$ cat config.mk
export PLATFORM = sky130hd
export DESIGN_NAME = conv_run_scheduler_flat
export DESIGN_NICKNAME = d
export VERILOG_FILES = /design/src/rtl/conv_run_scheduler_pkg.sv /design/src/rtl/conv_run_scheduler_if.sv /design/src/rtl/conv_run_scheduler_slot_timer.sv /design/src/rtl/conv_run_scheduler.sv /design/src/flat_wrapper.sv
export SDC_FILE = /design/constraint.sdc
export NUM_CORES = 1
export LEC_CHECK = 0
export ABC_CLOCK_PERIOD_IN_PS = 1950
export BUFFER_PORTS_ARGS = -buffer_cell sky130_fd_sc_hd__buf_2
export CAP_MARGIN = 25
export CORE_ASPECT_RATIO = 0.6
export CORE_UTILIZATION = 50
export DETAILED_ROUTE_END_ITERATION = 8
export GPL_TIMING_DRIVEN = 0
export PLACE_DENSITY = 0.8
export SLEW_MARGIN = 10
export SYNTH_ARGS = -nofsm -noshare
export SYNTH_HDL_FRONTEND = slang
export SYNTH_SLANG_ARGS = --single-unit
$ cat constraint.sdc
create_clock -name clk -period 1.95 [get_ports clk]
set_input_delay 0.39 -clock clk [delete_from_list [all_inputs] [get_ports clk]]
set_output_delay 0.39 -clock clk [all_outputs]
set_load 0.01 [all_outputs]
$ cat src/rtl/conv_run_scheduler_pkg.sv
// rtl/conv_run_scheduler_pkg.sv - shared states, select indices and default budgets for the run scheduler
package conv_run_scheduler_pkg;

    localparam logic [2:0] ST_IDLE    = 3'd0;
    localparam logic [2:0] ST_CLEAR   = 3'd1;
    localparam logic [2:0] ST_LOAD    = 3'd2;
    localparam logic [2:0] ST_RUN_PE  = 3'd3;
    localparam logic [2:0] ST_RUN_3B3 = 3'd4;
    localparam logic [2:0] ST_RUN_2B2 = 3'd5;
    localparam logic [2:0] ST_SHOW    = 3'd6;

    typedef enum logic [2:0] {
        S_IDLE    = ST_IDLE,
        S_CLEAR   = ST_CLEAR,
        S_LOAD    = ST_LOAD,
        S_RUN_PE  = ST_RUN_PE,
        S_RUN_3B3 = ST_RUN_3B3,
        S_RUN_2B2 = ST_RUN_2B2,
        S_SHOW    = ST_SHOW
    } state_t;

    localparam int SEL_PE  = 0;
    localparam int SEL_3B3 = 1;
    localparam int SEL_2B2 = 2;

    localparam int DEF_MEM_CYC = 4;
    localparam int DEF_PE_CYC  = 40;
    localparam int DEF_S3_CYC  = 12;
    localparam int DEF_S2_CYC  = 16;

    // First selected engine whose select index is at or after 'from'; SHOW when none remain.
    function automatic state_t first_engine(input logic [2:0] sel, input int from);
        if (from <= SEL_PE  && sel[SEL_PE])  return S_RUN_PE;
        if (from <= SEL_3B3 && sel[SEL_3B3]) return S_RUN_3B3;
        if (from <= SEL_2B2 && sel[SEL_2B2]) return S_RUN_2B2;
        return S_SHOW;
    endfunction

    function automatic logic is_timed(input state_t s);
        return s inside {S_LOAD, S_RUN_PE, S_RUN_3B3, S_RUN_2B2};
    endfunction

endpackage

$ cat src/rtl/conv_run_scheduler_if.sv
// rtl/conv_run_scheduler_if.sv - control handshake and datapath release lines of the run scheduler
interface conv_run_scheduler_if #(
    parameter int ELAP_W = 16
);
    logic              start;
    logic [2:0]        eng_sel;
    logic              busy;
    logic              done;
    logic              rst_mem;
    logic              rst_pe;
    logic              rst_3b3;
    logic              rst_2b2;
    logic              rst_disp;
    logic [ELAP_W-1:0] elapsed;

    modport master (
        output start, eng_sel,
        input  busy, done, rst_mem, rst_pe, rst_3b3, rst_2b2, rst_disp, elapsed
    );

    modport slave (
        input  start, eng_sel,
        output busy, done, rst_mem, rst_pe, rst_3b3, rst_2b2, rst_disp, elapsed
    );
endinterface

$ cat src/rtl/conv_run_scheduler_slot_timer.sv
// rtl/conv_run_scheduler_slot_timer.sv - loadable down-counter with zero flag shared by all slots
module conv_run_scheduler_slot_timer #(
    parameter int CNT_W = 8
) (
    input  logic             clk,
    input  logic             rst,
    input  logic             load_i,
    input  logic [CNT_W-1:0] load_val_i,
    input  logic             en_i,
    output logic             zero_o
);
    logic [CNT_W-1:0] count_q;
    logic [CNT_W-1:0] count_d;

    always_comb begin
        count_d = count_q;
        if (load_i) begin
            count_d = load_val_i;
        end else if (en_i && count_q != '0) begin
            count_d = count_q - CNT_W'(1);
        end
    end

    always_ff @(posedge clk) begin
        if (!rst) begin
            count_q <= '0;
        end else begin
            count_q <= count_d;
        end
    end

    assign zero_o = (count_q == '0);
endmodule

$ cat src/rtl/conv_run_scheduler.sv
// rtl/conv_run_scheduler.sv - sequences memory and engine reset release for one convolution run
module conv_run_scheduler
    import conv_run_scheduler_pkg::*;
#(
    parameter int MEM_CYC = DEF_MEM_CYC,
    parameter int PE_CYC  = DEF_PE_CYC,
    parameter int S3_CYC  = DEF_S3_CYC,
    parameter int S2_CYC  = DEF_S2_CYC,
    parameter int CNT_W   = 8,
    parameter int ELAP_W  = 16
) (
    input  logic                clk,
    input  logic                rst,
    conv_run_scheduler_if.slave bus
);
    state_t            state_q, state_d;
    logic [2:0]        sel_q, sel_d;
    logic              rst_mem_q, rst_mem_d;
    logic              rst_pe_q, rst_pe_d;
    logic              rst_3b3_q, rst_3b3_d;
    logic              rst_2b2_q, rst_2b2_d;
    logic              rst_disp_q, rst_disp_d;
    logic              busy_q, busy_d;
    logic              done_q, done_d;
    logic [ELAP_W-1:0] elapsed_q, elapsed_d;
    logic              tmr_load, tmr_en, tmr_zero;
    logic [CNT_W-1:0]  tmr_val;
    logic              run_live;

    conv_run_scheduler_slot_timer #(.CNT_W(CNT_W)) u_slot_timer (
        .clk        (clk),
        .rst        (rst),
        .load_i     (tmr_load),
        .load_val_i (tmr_val),
        .en_i       (tmr_en),
        .zero_o     (tmr_zero)
    );

    always_comb begin
        state_d = state_q;
        sel_d   = sel_q;
        case (state_q)
            S_IDLE, S_SHOW: begin
                if (bus.start) begin
                    state_d = S_CLEAR;
                    sel_d   = bus.eng_sel;
                end
            end
            S_CLEAR:   state_d = S_LOAD;
            S_LOAD:    if (tmr_zero) state_d = first_engine(sel_q, SEL_PE);
            S_RUN_PE:  if (tmr_zero) state_d = first_engine(sel_q, SEL_3B3);
            S_RUN_3B3: if (tmr_zero) state_d = first_engine(sel_q, SEL_2B2);
            S_RUN_2B2: if (tmr_zero) state_d = S_SHOW;
            default:   state_d = S_IDLE;
        endcase

        // The slot count is loaded on entry so a budget of B yields exactly B cycles.
        tmr_load = (state_d != state_q) && is_timed(state_d);
        tmr_en   = is_timed(state_q);
        case (state_d)
            S_LOAD:    tmr_val = CNT_W'(MEM_CYC - 1);
            S_RUN_PE:  tmr_val = CNT_W'(PE_CYC - 1);
            S_RUN_3B3: tmr_val = CNT_W'(S3_CYC - 1);
            S_RUN_2B2: tmr_val = CNT_W'(S2_CYC - 1);
            default:   tmr_val = '0;
        endcase

        // Release lines stick for the rest of the run, including SHOW, and drop in CLEAR/IDLE.
        run_live   = state_d inside {S_LOAD, S_RUN_PE, S_RUN_3B3, S_RUN_2B2, S_SHOW};
        rst_mem_d  = run_live && (rst_mem_q || state_d == S_LOAD);
        rst_pe_d   = run_live && (rst_pe_q  || state_d == S_RUN_PE);
        rst_3b3_d  = run_live && (rst_3b3_q || state_d == S_RUN_3B3);
        rst_2b2_d  = run_live && (rst_2b2_q || state_d == S_RUN_2B2);
        rst_disp_d = (state_d == S_SHOW);
        busy_d     = (state_d == S_CLEAR) || is_timed(state_d);
        done_d     = (state_d == S_SHOW) && (state_q != S_SHOW);

        elapsed_d = elapsed_q;
        if (state_d == S_CLEAR) begin
            elapsed_d = '0;
        end else if (is_timed(state_q) && elapsed_q != '1) begin
            elapsed_d = elapsed_q + ELAP_W'(1);
        end
    end

    always_ff @(posedge clk) begin
        if (!rst) begin
            state_q    <= S_IDLE;
            sel_q      <= '0;
            rst_mem_q  <= 1'b0;
            rst_pe_q   <= 1'b0;
            rst_3b3_q  <= 1'b0;
            rst_2b2_q  <= 1'b0;
            rst_disp_q <= 1'b0;
            busy_q     <= 1'b0;
            done_q     <= 1'b0;
            elapsed_q  <= '0;
        end else begin
            state_q    <= state_d;
            sel_q      <= sel_d;
            rst_mem_q  <= rst_mem_d;
            rst_pe_q   <= rst_pe_d;
            rst_3b3_q  <= rst_3b3_d;
            rst_2b2_q  <= rst_2b2_d;
            rst_disp_q <= rst_disp_d;
            busy_q     <= busy_d;
            done_q     <= done_d;
            elapsed_q  <= elapsed_d;
        end
    end

    assign bus.rst_mem  = rst_mem_q;
    assign bus.rst_pe   = rst_pe_q;
    assign bus.rst_3b3  = rst_3b3_q;
    assign bus.rst_2b2  = rst_2b2_q;
    assign bus.rst_disp = rst_disp_q;
    assign bus.busy     = busy_q;
    assign bus.done     = done_q;
    assign bus.elapsed  = elapsed_q;
endmodule

$ cat src/flat_wrapper.sv
// flat-port wrapper written by rule: the top's interface ports become plain ports
module conv_run_scheduler_flat import conv_run_scheduler_pkg::*;
#(
    parameter int MEM_CYC = DEF_MEM_CYC,
    parameter int PE_CYC  = DEF_PE_CYC,
    parameter int S3_CYC  = DEF_S3_CYC,
    parameter int S2_CYC  = DEF_S2_CYC,
    parameter int CNT_W   = 8,
    parameter int ELAP_W  = 16
)
  (clk, rst, bus_start, bus_eng_sel, bus_busy, bus_done, bus_rst_mem, bus_rst_pe, bus_rst_3b3, bus_rst_2b2, bus_rst_disp, bus_elapsed);
  conv_run_scheduler_if #(.ELAP_W(ELAP_W)) bus_i ();
  input  logic clk;
  input  logic rst;
  input wire logic [$bits(bus_i.start)-1:0] bus_start;
  input wire logic [$bits(bus_i.eng_sel)-1:0] bus_eng_sel;
  output wire logic [$bits(bus_i.busy)-1:0] bus_busy;
  output wire logic [$bits(bus_i.done)-1:0] bus_done;
  output wire logic [$bits(bus_i.rst_mem)-1:0] bus_rst_mem;
  output wire logic [$bits(bus_i.rst_pe)-1:0] bus_rst_pe;
  output wire logic [$bits(bus_i.rst_3b3)-1:0] bus_rst_3b3;
  output wire logic [$bits(bus_i.rst_2b2)-1:0] bus_rst_2b2;
  output wire logic [$bits(bus_i.rst_disp)-1:0] bus_rst_disp;
  output wire logic [$bits(bus_i.elapsed)-1:0] bus_elapsed;
  assign bus_i.start = bus_start;
  assign bus_i.eng_sel = bus_eng_sel;
  assign bus_busy = bus_i.busy;
  assign bus_done = bus_i.done;
  assign bus_rst_mem = bus_i.rst_mem;
  assign bus_rst_pe = bus_i.rst_pe;
  assign bus_rst_3b3 = bus_i.rst_3b3;
  assign bus_rst_2b2 = bus_i.rst_2b2;
  assign bus_rst_disp = bus_i.rst_disp;
  assign bus_elapsed = bus_i.elapsed;
  conv_run_scheduler #(.MEM_CYC(MEM_CYC), .PE_CYC(PE_CYC), .S3_CYC(S3_CYC), .S2_CYC(S2_CYC), .CNT_W(CNT_W), .ELAP_W(ELAP_W)) u_core (.clk(clk), .rst(rst), .bus(bus_i));
endmodule
==> tab_implementation.tex <==
\begin{tabular}{lr}
\hline
Metric & Value \\
\hline
\multicolumn{2}{l}{\textbf{Run status}} \\
Status & finished with violations \\
Violated checks & setup timing \\
\multicolumn{2}{l}{\textbf{STA}} \\
Slew at the pin with the worst max-slew slack & 0.595 ns \\
Setup repair after global routing missed its margin & yes \\
Min Hold Slack & 0.343 ns \\
Worst max-slew margin expressed relative to the limit & 60.0\% \\
Fin Setup TNS & -1.65 ns \\
Final hold violation count & 0 \\
Number of setup violations in the final report & 13 \\
Skew final & 0.00705 ns \\
Fin. max-slew vios & 0 \\
F\_max & 0.462 GHz \\
Minimum period implied by the final worst setup slack & 2.16 ns \\
Final WS setup & -0.213 ns \\
Share of the clock period used by the worst path after layout & 111\% \\
\multicolumn{2}{l}{\textbf{Detailed routing}} \\
Detailed Routing Iterations Pass 1 & 4 \\
Number of remaining DRC errors & 0 \\
Mean number of vias per cell & 5.70 \\
Via count of the routed design & 1830 \\
Final routed wirelength across all metal layers & 4720 µm \\
Antenna viol nets, final & 0 \\
Detailed router's first-iteration violation count & 203 \\
Wire length per cell & 14.7 µm \\
\multicolumn{2}{l}{\textbf{Setup path}} \\
Element type at the critical path start & register \\
Arrival time of data at the critical path endpoint & 2.35 ns \\
Slowest stage delay, CP & 0.53 ns \\
Reg2reg start & u\_core.u\_slot\_timer.count\_q[0] \\
Critical Path End Type & register \\
Largest fanout on the critical path & 5 \\
Critical path, cell by cell & inv\_2 -> ha\_4 -> or4b\_4 -> nor3\_4 -> o21a\_2 -> xnor2\_4 -> o211ai\_1 -> a21boi\_1 \\
Cell class contributing the biggest share of worst-path delay & simple AND/OR/NAND/NOR gates \\
Crit path launch & u\_core.u\_slot\_timer.count\_q[0] \\
Worst EP required & 2.13 ns \\
Buffers and inverters on the worst path & 1 \\
Critical Path Slowest Stage Cell & or4b\_4 \\
Critical Setup Path Class & reg2reg \\
\multicolumn{2}{l}{\textbf{Synth}} \\
Async S/R FF share, synth & 0\% \\
Primary flip-flop cell chosen by synthesis mapping & dfxtp\_1 \\
Leading cell types by total area after synthesis & dfxtp\_1 38\%, nor2\_1 5.8\%, xor2\_1 4.5\% \\
Total number of yosys warnings & 0 \\
Syn\_area\_per\_cell & 8.57 µm² \\
Dominant cell type by area after synthesis & dfxtp\_1 \\
Post-synthesis cell type count & 52 \\
Most instantiated library cell after synthesis & dfxtp\_1 \\
Seq cells post-synth & 37 \\
Portion of the post-synthesis area used by sequential elements & 38.1\% \\
Count of flip-flops with a built-in enable after synthesis & 0 \\
Synthesized netlist net count & 235 \\
Number of standard cells after synthesis & 227 \\
Post-synthesis instance area & 1950 µm² \\
Area share of the largest cell type after synthesis & 38.1\% \\
Post-synth top cells & 37 x dfxtp\_1, 30 x nor2\_1, 17 x nand2\_1 \\
\multicolumn{2}{l}{\textbf{Placed design}} \\
Post-placement worst setup slack & -0.330 ns \\
HPWL after DPL & 3310 µm \\
Area of placed instances & 2170 µm² \\
Count of port buffers added during placement & 28 \\
Final Wtd Congestion & 0.936 \\
\multicolumn{2}{l}{\textbf{Power and ir drop}} \\
Areal power density over the cells & 1480 nW/µm² \\
Leakage power total & 0.996 nW \\
Maximum ir drop on the vdd rail & 0.000815 V \\
\multicolumn{2}{l}{\textbf{Final layout}} \\
Fin util & 67.0\% \\
Number of antenna cells inserted & 0 \\
Filler Cells Inserted & 299 \\
Final-stage net count & 281 \\
Post-synthesis to final-layout area growth & 27.5\% \\
Area occupied by multi-input gates & 1260 µm² \\
Cell area after layout & 2480 µm² \\
Layout cell share with drive strength beyond 1 & 30.3\% \\
Register area & 744 µm² \\
\multicolumn{2}{l}{\textbf{Clock network}} \\
Post-CTS Hold Buffers & 0 \\
Max H-tree Level & 2 \\
CTS tree & built \\
CTS buffer count & 5 \\
Worst-case clock buffer depth & 2 \\
Worst-skew pair later-pin latency & 0.30 ns \\
Root Buffer Master & clkbuf\_8 \\
Clock transition at the register clock pins on the worst setup and hold paths after CTS & 0.07 ns \\
Num Clock Sinks & 37 \\
\multicolumn{2}{l}{\textbf{Die}} \\
Initial standard-cell utilization of the core & 52.6\% \\
Placeable core region & 3700 µm² \\
Vertical die dimension & 50.3 µm \\
Area of the die & 4150 µm² \\
Number of top-level design ports & 29 \\
Chip Width & 82.5 µm \\
FP Rows & 17 \\
\multicolumn{2}{l}{\textbf{Global route}} \\
Vias in the first global route & 1662 \\
Maximum number of pins on one net before global-route repair & 12 \\
Overall fraction of global-route tracks in use & 25.1\% \\
Gr ovfl total & 0 \\
Antenna violations before repair & 0 \\
Wire length of the first global-routing pass & 7670 µm \\
\multicolumn{2}{l}{\textbf{Min path}} \\
Critical hold path startpoint & bus\_eng\_sel[2] \\
Hold/Removal Path Class & in2reg \\
\multicolumn{2}{l}{\textbf{Job}} \\
Maximum Capacitance Violations & 0 \\
\hline
\end{tabular}
==> worst min-delay path, cell delays in order <==
cell,delay [ns]
buf_2,0.07
mux2i_1,0.05
nor2b_1,0.09
==> layout by cell type, fill, tap and decap left out, types with 3 or more instances in the layout <==
cell,instances
nor2_1,29
nand3_1,5
and3_1,3
buf_4,9
clkbuf_8,6
nand2b_1,3
a21boi_1,4
and4_1,3
o21ai_0,11
xnor2_1,7
buf_2,31
nor2b_1,8
a21oi_1,11
mux2i_1,5
nand2_1,16
nor3_1,6
nand4_1,5
dfxtp_1,34
inv_1,6
xor2_1,9
or3_1,3
dfxtp_2,3
==> through the flow <==
step | power, mW | cells
floorplan | 2.21 | 227
global placement | 2.51 | 302
detailed placement | 2.53 | 302
CTS | 3.56 | 320
global route | 3.87 | 321
finish | 3.66 | 321
==> area by class of cell <==
| type | count | area share [%] |
|---|---|---|
| multi-input combinational | 177 | 50.9 |
| sequential | 37 | 30.0 |
| timing repair buffer | 39 | 9.78 |
| clock buffer | 7 | 3.48 |
| tap | 47 | 2.37 |
| clock inverter | 1 | 1.21 |
| inverter | 8 | 1.21 |
| buffer | 5 | 1.06 |
==> power breakdown <==
group / internal, mW / switching (mW)
logic: 0.881 / 1.07
registers: 0.891 / 0.129
clock network: 0.417 / 0.272
==> metal layers <==
| metal | track usage (%) | up-vias | routed length [µm] |
|---|---|---|---|
| met5 | 0 | - | 0 |
| li1 | - | 905 | - |
| met3 | 6.55 | 9 | 369 |
| met4 | 6.61 | 0 | 68 |
| met2 | 34.2 | 68 | 1930 |
| met1 | 38.3 | 848 | 2350 |
==> sequential cells by signal, summed over array words and instances, names as in the netlist <==
signal and cells:
u_core.bus.elapsed 16, u_core.u_slot_timer.count_q 8, u_core.sel_q 3, u_core.state_q 3, u_core.bus.busy 1, u_core.bus.done 1, u_core.bus.rst_2b2 1, u_core.bus.rst_3b3 1
u_core.bus.rst_disp 1, u_core.bus.rst_mem 1, u_core.bus.rst_pe 1
==> cells by family (layout without fill, tap and decap cells) <==
kind of cell	after synthesis	in the layout	share of synthesized area [%]
AOI/OAI and AO/OA	53	53	19.7
muxes	5	5	2.57
buffers and inverters	13	60	2.77
adders and majority gates	2	2	1.29
xor gates and xnor gates	19	19	8.94
and+or+nand+nor	98	98	26.7
DFF	37	37	38.1
==> timing repair <==
| item | in CTS | in global routing |
|---|---|---|
| hold endpoints to repair | 0 | 0 |
| gates resized for setup | 14 | 9 |
| setup endpoints to repair | 30 | 28 |
| pin swaps | 16 | 3 |
| setup buffers | 10 | 1 |
==> worst paths after layout <==
path | slack (ns) | depth (start not counted) | end
worst max-delay path | -0.21 | 8 | u_core.u_slot_timer.count_q[2]
worst min-delay path | 0.34 | 3 | u_core.sel_q[2]
worst max register to register | -0.21 | 8 | u_core.u_slot_timer.count_q[2]
worst min register to register | 0.48 | 1 | u_core.bus.rst_3b3
Power figures use the tool's default switching activity.
